**config.mk**
```make
export PLATFORM = sky130hd
export DESIGN_NAME = ysyx_23060136_pipe_skid_reg_flat
export DESIGN_NICKNAME = d
export VERILOG_FILES = /design/src/rtl/ysyx_23060136_pipe_skid_reg_pkg.sv /design/src/rtl/ysyx_23060136_pipe_skid_reg_if.sv /design/src/rtl/ysyx_23060136_pipe_skid_reg_sat_counter.sv /design/src/rtl/ysyx_23060136_pipe_skid_reg.sv /design/src/flat_wrapper.sv
export SDC_FILE = /design/constraint.sdc
export NUM_CORES = 1
export LEC_CHECK = 0
export ABC_AREA = 1
export BUFFER_PORTS_ARGS = -buffer_cell sky130_fd_sc_hd__buf_4
export CELL_PAD_IN_SITES_DETAIL_PLACEMENT = 0
export CELL_PAD_IN_SITES_GLOBAL_PLACEMENT = 1
export CORE_MARGIN = 5
export CORE_UTILIZATION = 43
export CTS_CLUSTER_DIAMETER = 80
export DETAILED_ROUTE_END_ITERATION = 16
export GPL_TIMING_DRIVEN = 0
export PLACE_DENSITY = 0.88
export SYNTH_ARGS = -nofsm -noshare
export SYNTH_HDL_FRONTEND = slang
export SYNTH_SLANG_ARGS = --single-unit
```
**constraint.sdc**
```tcl
create_clock -name clk -period 16.2 [get_ports clk]
set_clock_uncertainty 0.2 [all_clocks]
set_input_delay 1.62 -clock clk [delete_from_list [all_inputs] [get_ports clk]]
set_output_delay 1.62 -clock clk [all_outputs]
set_load 0.03 [all_outputs]
```
**src/rtl/ysyx_23060136_pipe_skid_reg_pkg.sv**
```systemverilog
// ----------------------------------------------------------------------------
// ysyx_23060136_DEFINES
// Shared definitions for the elastic pipeline segment register.
//   pipe_state_e : occupancy of the main+skid buffer (EMPTY / ONE / TWO)
//   PC_RST, NOP  : constants used at instantiation sites to compose the
//                  bubble payload (RST_VAL) of a segment register
//   pipe_bubble  : helper packing {PC_RST, NOP} into a 64-bit bubble word
// ----------------------------------------------------------------------------
package ysyx_23060136_DEFINES;

    typedef enum logic [1:0] {
        EMPTY = 2'd0,
        ONE   = 2'd1,
        TWO   = 2'd2
    } pipe_state_e;

    localparam logic [31:0] PC_RST = 32'h8000_0000;
    localparam logic [31:0] NOP    = 32'h0000_0013;

    function automatic logic [63:0] pipe_bubble();
        return {PC_RST, NOP};
    endfunction

endpackage

```
**src/rtl/ysyx_23060136_pipe_skid_reg_if.sv**
```systemverilog
// ----------------------------------------------------------------------------
// ysyx_23060136_pipe_skid_reg_if
// Valid/ready handshake bundle around one pipeline segment register.
//   in_valid/in_ready/in_data    : upstream side (producer -> segment)
//   out_valid/out_ready/out_data : downstream side (segment -> consumer)
// Modports:
//   master : the surrounding pipeline (drives in_*, out_ready)
//   slave  : the segment register itself
// ----------------------------------------------------------------------------
interface ysyx_23060136_pipe_skid_reg_if #(
    parameter int DATA_W = 64
);

    logic              in_valid;
    logic              in_ready;
    logic [DATA_W-1:0] in_data;
    logic              out_valid;
    logic              out_ready;
    logic [DATA_W-1:0] out_data;

    modport master (
        output in_valid,
        output in_data,
        output out_ready,
        input  in_ready,
        input  out_valid,
        input  out_data
    );

    modport slave (
        input  in_valid,
        input  in_data,
        input  out_ready,
        output in_ready,
        output out_valid,
        output out_data
    );

endinterface

```
**src/rtl/ysyx_23060136_pipe_skid_reg_sat_counter.sv**
```systemverilog
// ----------------------------------------------------------------------------
// ysyx_23060136_sat_counter
// Saturating up-counter for performance reporting.
//   clk : clock
//   rst : synchronous active-high clear
//   inc : count this cycle
//   cnt : current count, sticks at all-ones
// ----------------------------------------------------------------------------
module ysyx_23060136_sat_counter #(
    parameter int CNT_W = 32
) (
    input  logic             clk,
    input  logic             rst,
    input  logic             inc,
    output logic [CNT_W-1:0] cnt
);

    logic [CNT_W-1:0] r_cnt;

    always_ff @(posedge clk) begin
        if (rst) begin
            r_cnt <= '0;
        end else if (inc && (r_cnt != {CNT_W{1'b1}})) begin
            r_cnt <= r_cnt + CNT_W'(1);
        end
    end

    assign cnt = r_cnt;

endmodule

```
**src/rtl/ysyx_23060136_pipe_skid_reg.sv**
```systemverilog
// ----------------------------------------------------------------------------
// ysyx_23060136_pipe_skid_reg
// Elastic pipeline segment register with a 2-entry main+skid buffer.
// Full throughput with out_ready high; in_ready is a pure function of the
// registered occupancy, so it never depends combinationally on out_ready.
// Ports:
//   clk        : clock
//   rst        : synchronous active-high reset (dominates flush_i)
//   flush_i    : drop all buffered entries, present RST_VAL as a bubble
//   bus        : handshake bundle (slave modport)
//   stall_cnt  : saturating count of cycles with out_valid & ~out_ready
//   bubble_cnt : saturating count of cycles with ~out_valid
// ----------------------------------------------------------------------------
module ysyx_23060136_pipe_skid_reg
    import ysyx_23060136_DEFINES::*;
#(
    parameter int                DATA_W  = 64,
    parameter logic [DATA_W-1:0] RST_VAL = '0,
    parameter int                CNT_W   = 32
) (
    input  logic                          clk,
    input  logic                          rst,
    input  logic                          flush_i,
    ysyx_23060136_pipe_skid_reg_if.slave  bus,
    output logic [CNT_W-1:0]              stall_cnt,
    output logic [CNT_W-1:0]              bubble_cnt
);

    pipe_state_e       r_state;
    pipe_state_e       w_state_nxt;
    logic [DATA_W-1:0] r_main;
    logic [DATA_W-1:0] w_main_nxt;
    logic [DATA_W-1:0] r_skid;
    logic [DATA_W-1:0] w_skid_nxt;

    logic w_in_ready;
    logic w_out_valid;
    logic w_in_fire;
    logic w_out_fire;

    assign w_in_ready  = (r_state != TWO);
    assign w_out_valid = (r_state != EMPTY);
    assign w_in_fire   = bus.in_valid & w_in_ready;
    assign w_out_fire  = w_out_valid & bus.out_ready;

    assign bus.in_ready  = w_in_ready;
    assign bus.out_valid = w_out_valid;
    assign bus.out_data  = r_main;

    always_comb begin
        w_state_nxt = r_state;
        w_main_nxt  = r_main;
        w_skid_nxt  = r_skid;
        if (flush_i) begin
            // An entry accepted this cycle is squashed along with the buffer.
            w_state_nxt = EMPTY;
            w_main_nxt  = RST_VAL;
        end else begin
            unique case (r_state)
                EMPTY: begin
                    if (w_in_fire) begin
                        w_state_nxt = ONE;
                        w_main_nxt  = bus.in_data;
                    end
                end
                ONE: begin
                    if (w_in_fire && w_out_fire) begin
                        w_main_nxt = bus.in_data;
                    end else if (w_in_fire) begin
                        // Downstream stalled: park the new entry behind main.
                        w_state_nxt = TWO;
                        w_skid_nxt  = bus.in_data;
                    end else if (w_out_fire) begin
                        w_state_nxt = EMPTY;
                    end
                end
                TWO: begin
                    if (w_out_fire) begin
                        w_state_nxt = ONE;
                        w_main_nxt  = r_skid;
                    end
                end
                default: begin
                    w_state_nxt = EMPTY;
                end
            endcase
        end
    end

    // Skid payload is only meaningful in TWO, so it needs no reset.
    always_ff @(posedge clk) begin
        if (rst) begin
            r_state <= EMPTY;
            r_main  <= RST_VAL;
        end else begin
            r_state <= w_state_nxt;
            r_main  <= w_main_nxt;
            r_skid  <= w_skid_nxt;
        end
    end

    ysyx_23060136_sat_counter #(
        .CNT_W (CNT_W)
    ) u_stall_cnt (
        .clk (clk),
        .rst (rst),
        .inc (w_out_valid & ~bus.out_ready),
        .cnt (stall_cnt)
    );

    ysyx_23060136_sat_counter #(
        .CNT_W (CNT_W)
    ) u_bubble_cnt (
        .clk (clk),
        .rst (rst),
        .inc (~w_out_valid),
        .cnt (bubble_cnt)
    );

endmodule

```
**src/flat_wrapper.sv**
```systemverilog
// flat-port wrapper written by rule: the top's interface ports become plain ports
module ysyx_23060136_pipe_skid_reg_flat import ysyx_23060136_DEFINES::*;
#(
    parameter int                DATA_W  = 64,
    parameter logic [DATA_W-1:0] RST_VAL = '0,
    parameter int                CNT_W   = 32
)
  (clk, rst, flush_i, stall_cnt, bubble_cnt, bus_in_valid, bus_in_data, bus_out_ready, bus_in_ready, bus_out_valid, bus_out_data);
  ysyx_23060136_pipe_skid_reg_if #(.DATA_W(DATA_W)) bus_i ();
  input  logic clk;
  input  logic rst;
  input  logic flush_i;
  output logic [CNT_W-1:0] stall_cnt;
  output logic [CNT_W-1:0] bubble_cnt;
  input wire logic [$bits(bus_i.in_valid)-1:0] bus_in_valid;
  input wire logic [$bits(bus_i.in_data)-1:0] bus_in_data;
  input wire logic [$bits(bus_i.out_ready)-1:0] bus_out_ready;
  output wire logic [$bits(bus_i.in_ready)-1:0] bus_in_ready;
  output wire logic [$bits(bus_i.out_valid)-1:0] bus_out_valid;
  output wire logic [$bits(bus_i.out_data)-1:0] bus_out_data;
  assign bus_i.in_valid = bus_in_valid;
  assign bus_i.in_data = bus_in_data;
  assign bus_i.out_ready = bus_out_ready;
  assign bus_in_ready = bus_i.in_ready;
  assign bus_out_valid = bus_i.out_valid;
  assign bus_out_data = bus_i.out_data;
  ysyx_23060136_pipe_skid_reg #(.DATA_W(DATA_W), .RST_VAL(RST_VAL), .CNT_W(CNT_W)) u_core (.clk(clk), .rst(rst), .flush_i(flush_i), .bus(bus_i), .stall_cnt(stall_cnt), .bubble_cnt(bubble_cnt));
endmodule
```
==> impl_metrics.py, run 1 <==
metrics = {
    "clocking": {
        "cts.sinks": 194,
        "cts_resized": 0,
        "insertion_delay_ns": 0.44,
        "cts_buffers": 17,
        "postCtsHoldBufs": 0,
        "clk_pin_slew_worst_paths_ns": 0.08,
        "clock_path_buffers": 2,
        "htreeDepth": 4,
        "post_cts_buffers": 0,
        "cts_root_buffer": "clkbuf_16",
        "cts_tree": "done",
    },
    "run_status": {
        "status": "completed",
    },
    "worst_hold_path": {
        "hold_path_class": "reg2reg",
    },
    "critical_path": {
        "crit_family": "buffers and inverters",
        "endpoint_kind": "flip-flop",
        "startpoint": "rst",
        "crit_path_start_kind": "input pin",
        "path_class": "in2reg",
        "reg2reg_slack_ns": 13.68,
        "timing.rr.end": "u_core.r_skid[25]$_DFFE_PP_",
        "crit_chain": "buf_4, or2_1, clkbuf_1, buf_2, nor3_2, buf_6, buf_8",
        "endpoint": "u_core.r_skid[25]$_DFFE_PP_",
        "r2r_start": "u_core.r_state[1]$_SDFFE_PP0P_",
        "slowest_stage": "nor3_2",
        "path_depth": 7,
        "crit_arrival_ns": 3.48,
        "critical_path_peak_fanout": 14,
        "cp.required_ns": 16.14,
        "slowest_delay_ns": 0.62,
        "r2r_cells": 7,
        "crit_buf_inv": 5,
    },
    "detailed_routing": {
        "viasPerCell": 5.14,
        "remaining_drc_errors": 0,
        "firstDrtPassIters": 5,
        "wl_per_cell_um": 16.1,
        "ant_nets": 0,
        "vias": 8306,
        "wirelength_um": 26000,
        "drt_iter0_drc": 433,
    },
    "synth": {
        "synth-edff-count": 64,
        "synth_cell_types": 33,
        "async_flop_share": 0,
        "seq_area_frac_synth": 0.503,
        "syn-instance-count": 1105,
        "syn_nets": 1176,
        "ys_warn_count": 0,
        "synth.cell_area_mm2": 0.00900,
        "synth_flop_cell": "dfxtp_1",
        "ys_ff_latch": 194,
        "avgSynthCellArea_um2": 8.15,
    },
    "timing": {
        "worst_slew_pin_slew_ns": 0.811,
        "max_freq_ghz": 0.282,
        "period_minus_slack_ns": 3.54,
        "hold_viol": 0,
        "slew_viol_final": 0,
        "slew_headroom": 0.459,
        "rsz0062_at_grt": "false",
        "post-route-period-util": 0.219,
        "tns_ns": 0,
        "holdWs_ns": 0.292,
        "finalSetupViolations": 0,
        "postLayoutSetupSlackWorst_ns": 12.66,
    },
    "power_and_ir_drop": {
        "leakage_nw": 4.68,
        "power.total_mw": 1.05,
        "ir_drop_v": 0.0000655,
        "p_int_mw": 0.763,
        "switchingPower_mw": 0.290,
        "p_seq_frac": 0.490,
        "switching_share": 0.275,
        "clkPwrFrac": 0.417,
        "cellPowerDensity_mw_per_mm2": 91.4,
        "p_comb_frac": 0.093,
    },
    "placed_design": {
        "placed_area_mm2": 0.0109,
        "dp_cells": 1583,
        "place_ws_ns": 12.16,
        "dp.final_hpwl_um": 19800,
        "io_buffers": 198,
        "gp_congestion": 0.918,
    },
    "layout": {
        "layout-drive-gt1-share": 0.246,
        "antenna_cells": 0,
        "stdcell_area_mm2": 0.0115,
        "final_util": 0.553,
        "final_common_cell": "nand2_1",
        "final_cell_mix": "245 x nand2_1, 216 x nor2_1, 201 x buf_4, 134 x nand3_1, 130 x dfxtp_1",
        "nets": 1398,
        "fin_cells": 1615,
        "synthToLayoutAreaGrowth_pct": 28.0,
        "num-fill-cells": 2019,
    },
    "floorplanning": {
        "ios": 199,
        "dieArea_mm2": 0.0239,
        "chipHeight_um": 155,
        "core-area_mm2": 0.0208,
        "rows": 53,
        "dieWidth_um": 155,
        "start_util": 0.432,
    },
    "grt": {
        "gr-total-overflow": 0,
        "antenna_found_initial": 1,
        "grt_pass1_wl_um": 41600,
        "grt_start_max_net_pins": 23,
        "grt_pass1_vias": 8051,
        "grt_usage": 0.215,
    },
    "job": {
        "maxCapViolCount": 0,
    },
}
## worst min-delay path by stage
| stage | slack, ns | to | cells after the start | startpoint |
|---|---|---|---|---|
| 6_report | 0.29 | u_core.bus.out_data[41]$_SDFFE_PP0P_ | 2 | u_core.bus.out_data[41]$_SDFFE_PP0P_ |
| 5_1_grt | 0.32 | u_core.bus.out_data[1]$_SDFFE_PP0P_ | 2 | u_core.bus.out_data[1]$_SDFFE_PP0P_ |
| 4_1_cts | 0.30 | u_core.bus.out_data[41]$_SDFFE_PP0P_ | 2 | u_core.bus.out_data[41]$_SDFFE_PP0P_ |
| 3_5_place_dp | 0.28 | u_core.bus.out_data[41]$_SDFFE_PP0P_ | 2 | u_core.bus.out_data[41]$_SDFFE_PP0P_ |
| 3_3_place_gp | 0.28 | u_core.bus.out_data[2]$_SDFFE_PP0P_ | 2 | u_core.bus.out_data[2]$_SDFFE_PP0P_ |
| 2_1_floorplan | 0.34 | u_core.bus.out_data[0]$_SDFFE_PP0P_ | 2 | u_core.r_skid[0]$_DFFE_PP_ |
## state kept, by name, summed over array words and instances, names as in the netlist
signal	flops
u_core.bus.out_data	64
u_core.r_skid	64
u_core.u_bubble_cnt.cnt	32
u_core.u_stall_cnt.cnt	32
u_core.r_state	2
## Yosys cell counts, types with 2 or more instances
cell	number	share of area
nor2_4	3	0.0038
nand2_4	2	0.0025
buf_2	23	0.013
a31oi_1	7	0.0049
nand2_1	245	0.10
nand3_1	134	0.074
a311oi_1	45	0.044
nand4_1	29	0.020
clkbuf_1	21	0.0088
a311oi_2	19	0.032
edfxtp_1	64	0.21
dfxtp_1	130	0.29
nand3b_4	2	0.0044
nor3_1	8	0.0044
buf_1	5	0.0021
inv_2	7	0.0029
buf_4	2	0.0017
inv_1	56	0.023
o21ai_0	2	0.0011
nor2_1	216	0.090
nand2_2	10	0.0069
nand3b_1	4	0.0033
buf_6	9	0.011
a21oi_1	35	0.019
nor2_2	16	0.011
ha_1	2	0.0028
xor2_1	3	0.0029
## power groups by stage
stage	clock, mW	combinational (mW)	sequential (mW)
5_1_grt	0.468	0.106	0.518
3_5_place_dp	0	0.0982	0.528
2_1_floorplan	0	0.0394	0.543
3_3_place_gp	0	0.0968	0.528
6_report	0.439	0.0974	0.516
4_1_cts	0.449	0.0984	0.516
## routing by layer
layer / vias to the layer above / routed length, um / global-route usage
met2: 231 / 12400 / 0.365
li1: 4205 / - / -
met4: 2 / 368 / 0.0505
met3: 33 / 1410 / 0.0464
met1: 3835 / 11800 / 0.280
met5: - / 20 / 0
## cells by family after synthesis
kind of cell	after synthesis	share of synthesized area
compound gates	108	0.101
xor+xnor	4	0.00389
fa+ha+maj	2	0.00278
buf+inv	124	0.0632
flops	194	0.503
simple gates	673	0.327
## worst reg2reg max path, stage by stage, from the launching register on
cell and delay (ns):
dfxtp_1 0.36, buf_2 0.22, buf_2 0.21, nor2_1 0.18, nand2_1 0.09, nor3_2 0.54
buf_6 0.27, buf_8 0.17
## layout make-up
| type | count | area [um2] | area share |
|---|---|---|---|
| timing repair buffer | 203 | 1550 | 0.134 |
| multi-input combinational | 787 | 3920 | 0.340 |
| sequential | 194 | 4520 | 0.393 |
| buffer | 60 | 329 | 0.0286 |
| clock inverter | 15 | 196 | 0.0171 |
| clock buffer | 17 | 425 | 0.0369 |
| tap | 275 | 344 | 0.0299 |
| inverter | 64 | 240 | 0.0209 |
Note: power is estimated with default switching activity, not from simulation.
==> run 2, diff against run 1 <==
--- a/config.mk
+++ b/config.mk
@@ -10,11 +10,11 @@
 export CELL_PAD_IN_SITES_DETAIL_PLACEMENT = 0
 export CELL_PAD_IN_SITES_GLOBAL_PLACEMENT = 1
 export CORE_MARGIN = 5
-export CORE_UTILIZATION = 43
+export CORE_UTILIZATION = 40
 export CTS_CLUSTER_DIAMETER = 80
 export DETAILED_ROUTE_END_ITERATION = 16
 export GPL_TIMING_DRIVEN = 0
-export PLACE_DENSITY = 0.88
+export PLACE_DENSITY = 0.83
 export SYNTH_ARGS = -nofsm -noshare
 export SYNTH_HDL_FRONTEND = slang
 export SYNTH_SLANG_ARGS = --single-unit
==> constraint.sdc (replaced) <==
create_clock -name clk -period 3.6 [get_ports clk]
set_clock_uncertainty 0.2 [all_clocks]
set_input_delay 0.36 -clock clk [delete_from_list [all_inputs] [get_ports clk]]
set_output_delay 0.36 -clock clk [all_outputs]
set_load 0.03 [all_outputs]
==> run 2 against run 1 <==
Compared with the run above:
- power rose to 4.5 times the previous value
- largest power group unchanged
- global-route usage shrank 0.099 points
- worst hold slack worse by 0.16 ns
- first-iteration DRC count up 2.3%
- critical path type unchanged
==> impl_metrics.py, run 2 (synthesis results as in run 1) <==
metrics = {
    "power_and_ir_drop": {
        "leakage_nw": 4.95,
        "cellPowerDensity_mw_per_mm2": 392,
        "ir_drop_v": 0.000313,
    },
    "worst_hold_path": {
        "hold-path-cell-count": 4,
        "hold_path_class": "in2reg",
    },
    "layout": {
        "fin_cells": 1685,
        "synthToLayoutAreaGrowth_pct": 35.4,
        "layout-drive-gt1-share": 0.234,
        "stdcell_area_mm2": 0.0122,
        "final_common_cell": "nand2_1",
        "final_cell_mix": "245 x nand2_1, 216 x nor2_1, 200 x buf_4, 134 x nand3_1, 130 x dfxtp_1",
        "nets": 1462,
        "final_util": 0.553,
    },
    "placed_design": {
        "placed_area_mm2": 0.0109,
        "gp_congestion": 0.905,
        "dp_cells": 1587,
        "dp.final_hpwl_um": 20600,
        "io_buffers": 198,
        "place_ws_ns": 0.633,
    },
    "clocking": {
        "post_cts_buffers": 0,
        "cts_resized": 0,
        "htreeDepth": 4,
        "postCtsHoldBufs": 65,
        "cts_buffers": 17,
        "cts.sinks": 194,
        "cts_root_buffer": "clkbuf_16",
        "clock_path_buffers": 2,
        "insertion_delay_ns": 0.43,
        "cts_tree": "done",
        "clk_pin_slew_worst_paths_ns": 0.08,
    },
    "timing": {
        "rsz0062_at_grt": "false",
        "tns_ns": 0,
        "post-route-period-util": 0.830,
        "slew_viol_final": 0,
        "max_freq_ghz": 0.335,
        "period_minus_slack_ns": 2.99,
        "worst_slew_pin_slew_ns": 0.747,
        "finalSetupViolations": 0,
        "postLayoutSetupSlackWorst_ns": 0.613,
        "slew_headroom": 0.502,
        "hold_viol": 0,
    },
    "detailed_routing": {
        "drt_iter0_drc": 443,
        "wl_per_cell_um": 16.4,
        "vias": 8654,
        "wirelength_um": 27700,
        "firstDrtPassIters": 5,
        "viasPerCell": 5.14,
        "remaining_drc_errors": 0,
        "ant_nets": 0,
    },
    "critical_path": {
        "critical_path_peak_fanout": 14,
        "crit_path_start_kind": "input pin",
        "r2r_cells": 8,
        "path_class": "in2reg",
        "endpoint_kind": "flip-flop",
        "cp.required_ns": 3.54,
        "crit_arrival_ns": 2.93,
    },
    "grt": {
        "grt_util_met1": 0.279,
        "grt_pass1_wl_um": 45200,
        "grt_start_max_net_pins": 22,
        "grt_usage": 0.214,
        "gr-usage-met3": 0.0474,
        "antenna_found_initial": 1,
        "met2_usage": 0.360,
        "grt_pass1_vias": 8560,
        "top_usage_layer": "met2",
        "gr-total-overflow": 0,
    },
    "floorplanning": {
        "dieArea_mm2": 0.0256,
        "start_util": 0.409,
        "ios": 199,
        "chipHeight_um": 160,
        "rows": 54,
        "core-area_mm2": 0.0220,
        "dieWidth_um": 160,
    },
    "run_status": {
        "status": "completed",
    },
    "job": {
        "maxCapViolCount": 0,
    },
}
[run 2: final timing paths]
path	slack, ns	end	start
setup / recovery	0.61	u_core.r_skid[0]$_DFFE_PP_	rst
hold / removal	0.14	u_core.r_state[1]$_SDFFE_PP0P_	bus_in_valid
setup reg to reg	0.90	u_core.r_skid[0]$_DFFE_PP_	u_core.r_state[1]$_SDFFE_PP0P_
hold reg to reg	0.29	u_core.bus.out_data[54]$_SDFFE_PP0P_	u_core.bus.out_data[54]$_SDFFE_PP0P_
[run 2: metrics by stage]
stage               hold WS (ns)  total power [mW]
finish                     0.137              4.78
global route               0.140              4.96
CTS                        0.120              4.84
detailed placement         0.285              2.82
global placement           0.281              2.81
floorplan                  0.229              2.62
[run 2: cell type report]
cell class,count,area (um2)
diodes,1,2.50
plain buffers,60,329
clock buffers,18,429
clock inverters,14,180
fillers,2077,9840
inverters,64,240
multi-input cells,787,3920
flip-flops and latches,194,4520
well taps,280,350
repair buffers,267,2210
[run 2: per-layer routing]
layer	vias to the layer above	share of wire
met1	4033	0.45
met2	242	0.47
met5	-	0
met3	39	0.057
li1	4340	-
met4	0	0.015
[run 2: power breakdown]
group / switching, mW / leakage, nW / total, mW / internal [mW]
Clock: 0.995 / 0.296 / 1.95 / 0.957
Combinational: 0.287 / 3.02 / 0.502 / 0.215
Sequential: 0.0258 / 1.63 / 2.32 / 2.30
[run 2: worst max-delay path, stage by stage]
cell and delay [ns]:
dlygate4sd3_1 0.54, buf_4 0.16, or2_1 0.21, clkbuf_1 0.17
buf_2 0.25, nor3_4 0.65, buf_8 0.25, buf_8 0.18
buf_8 0.17
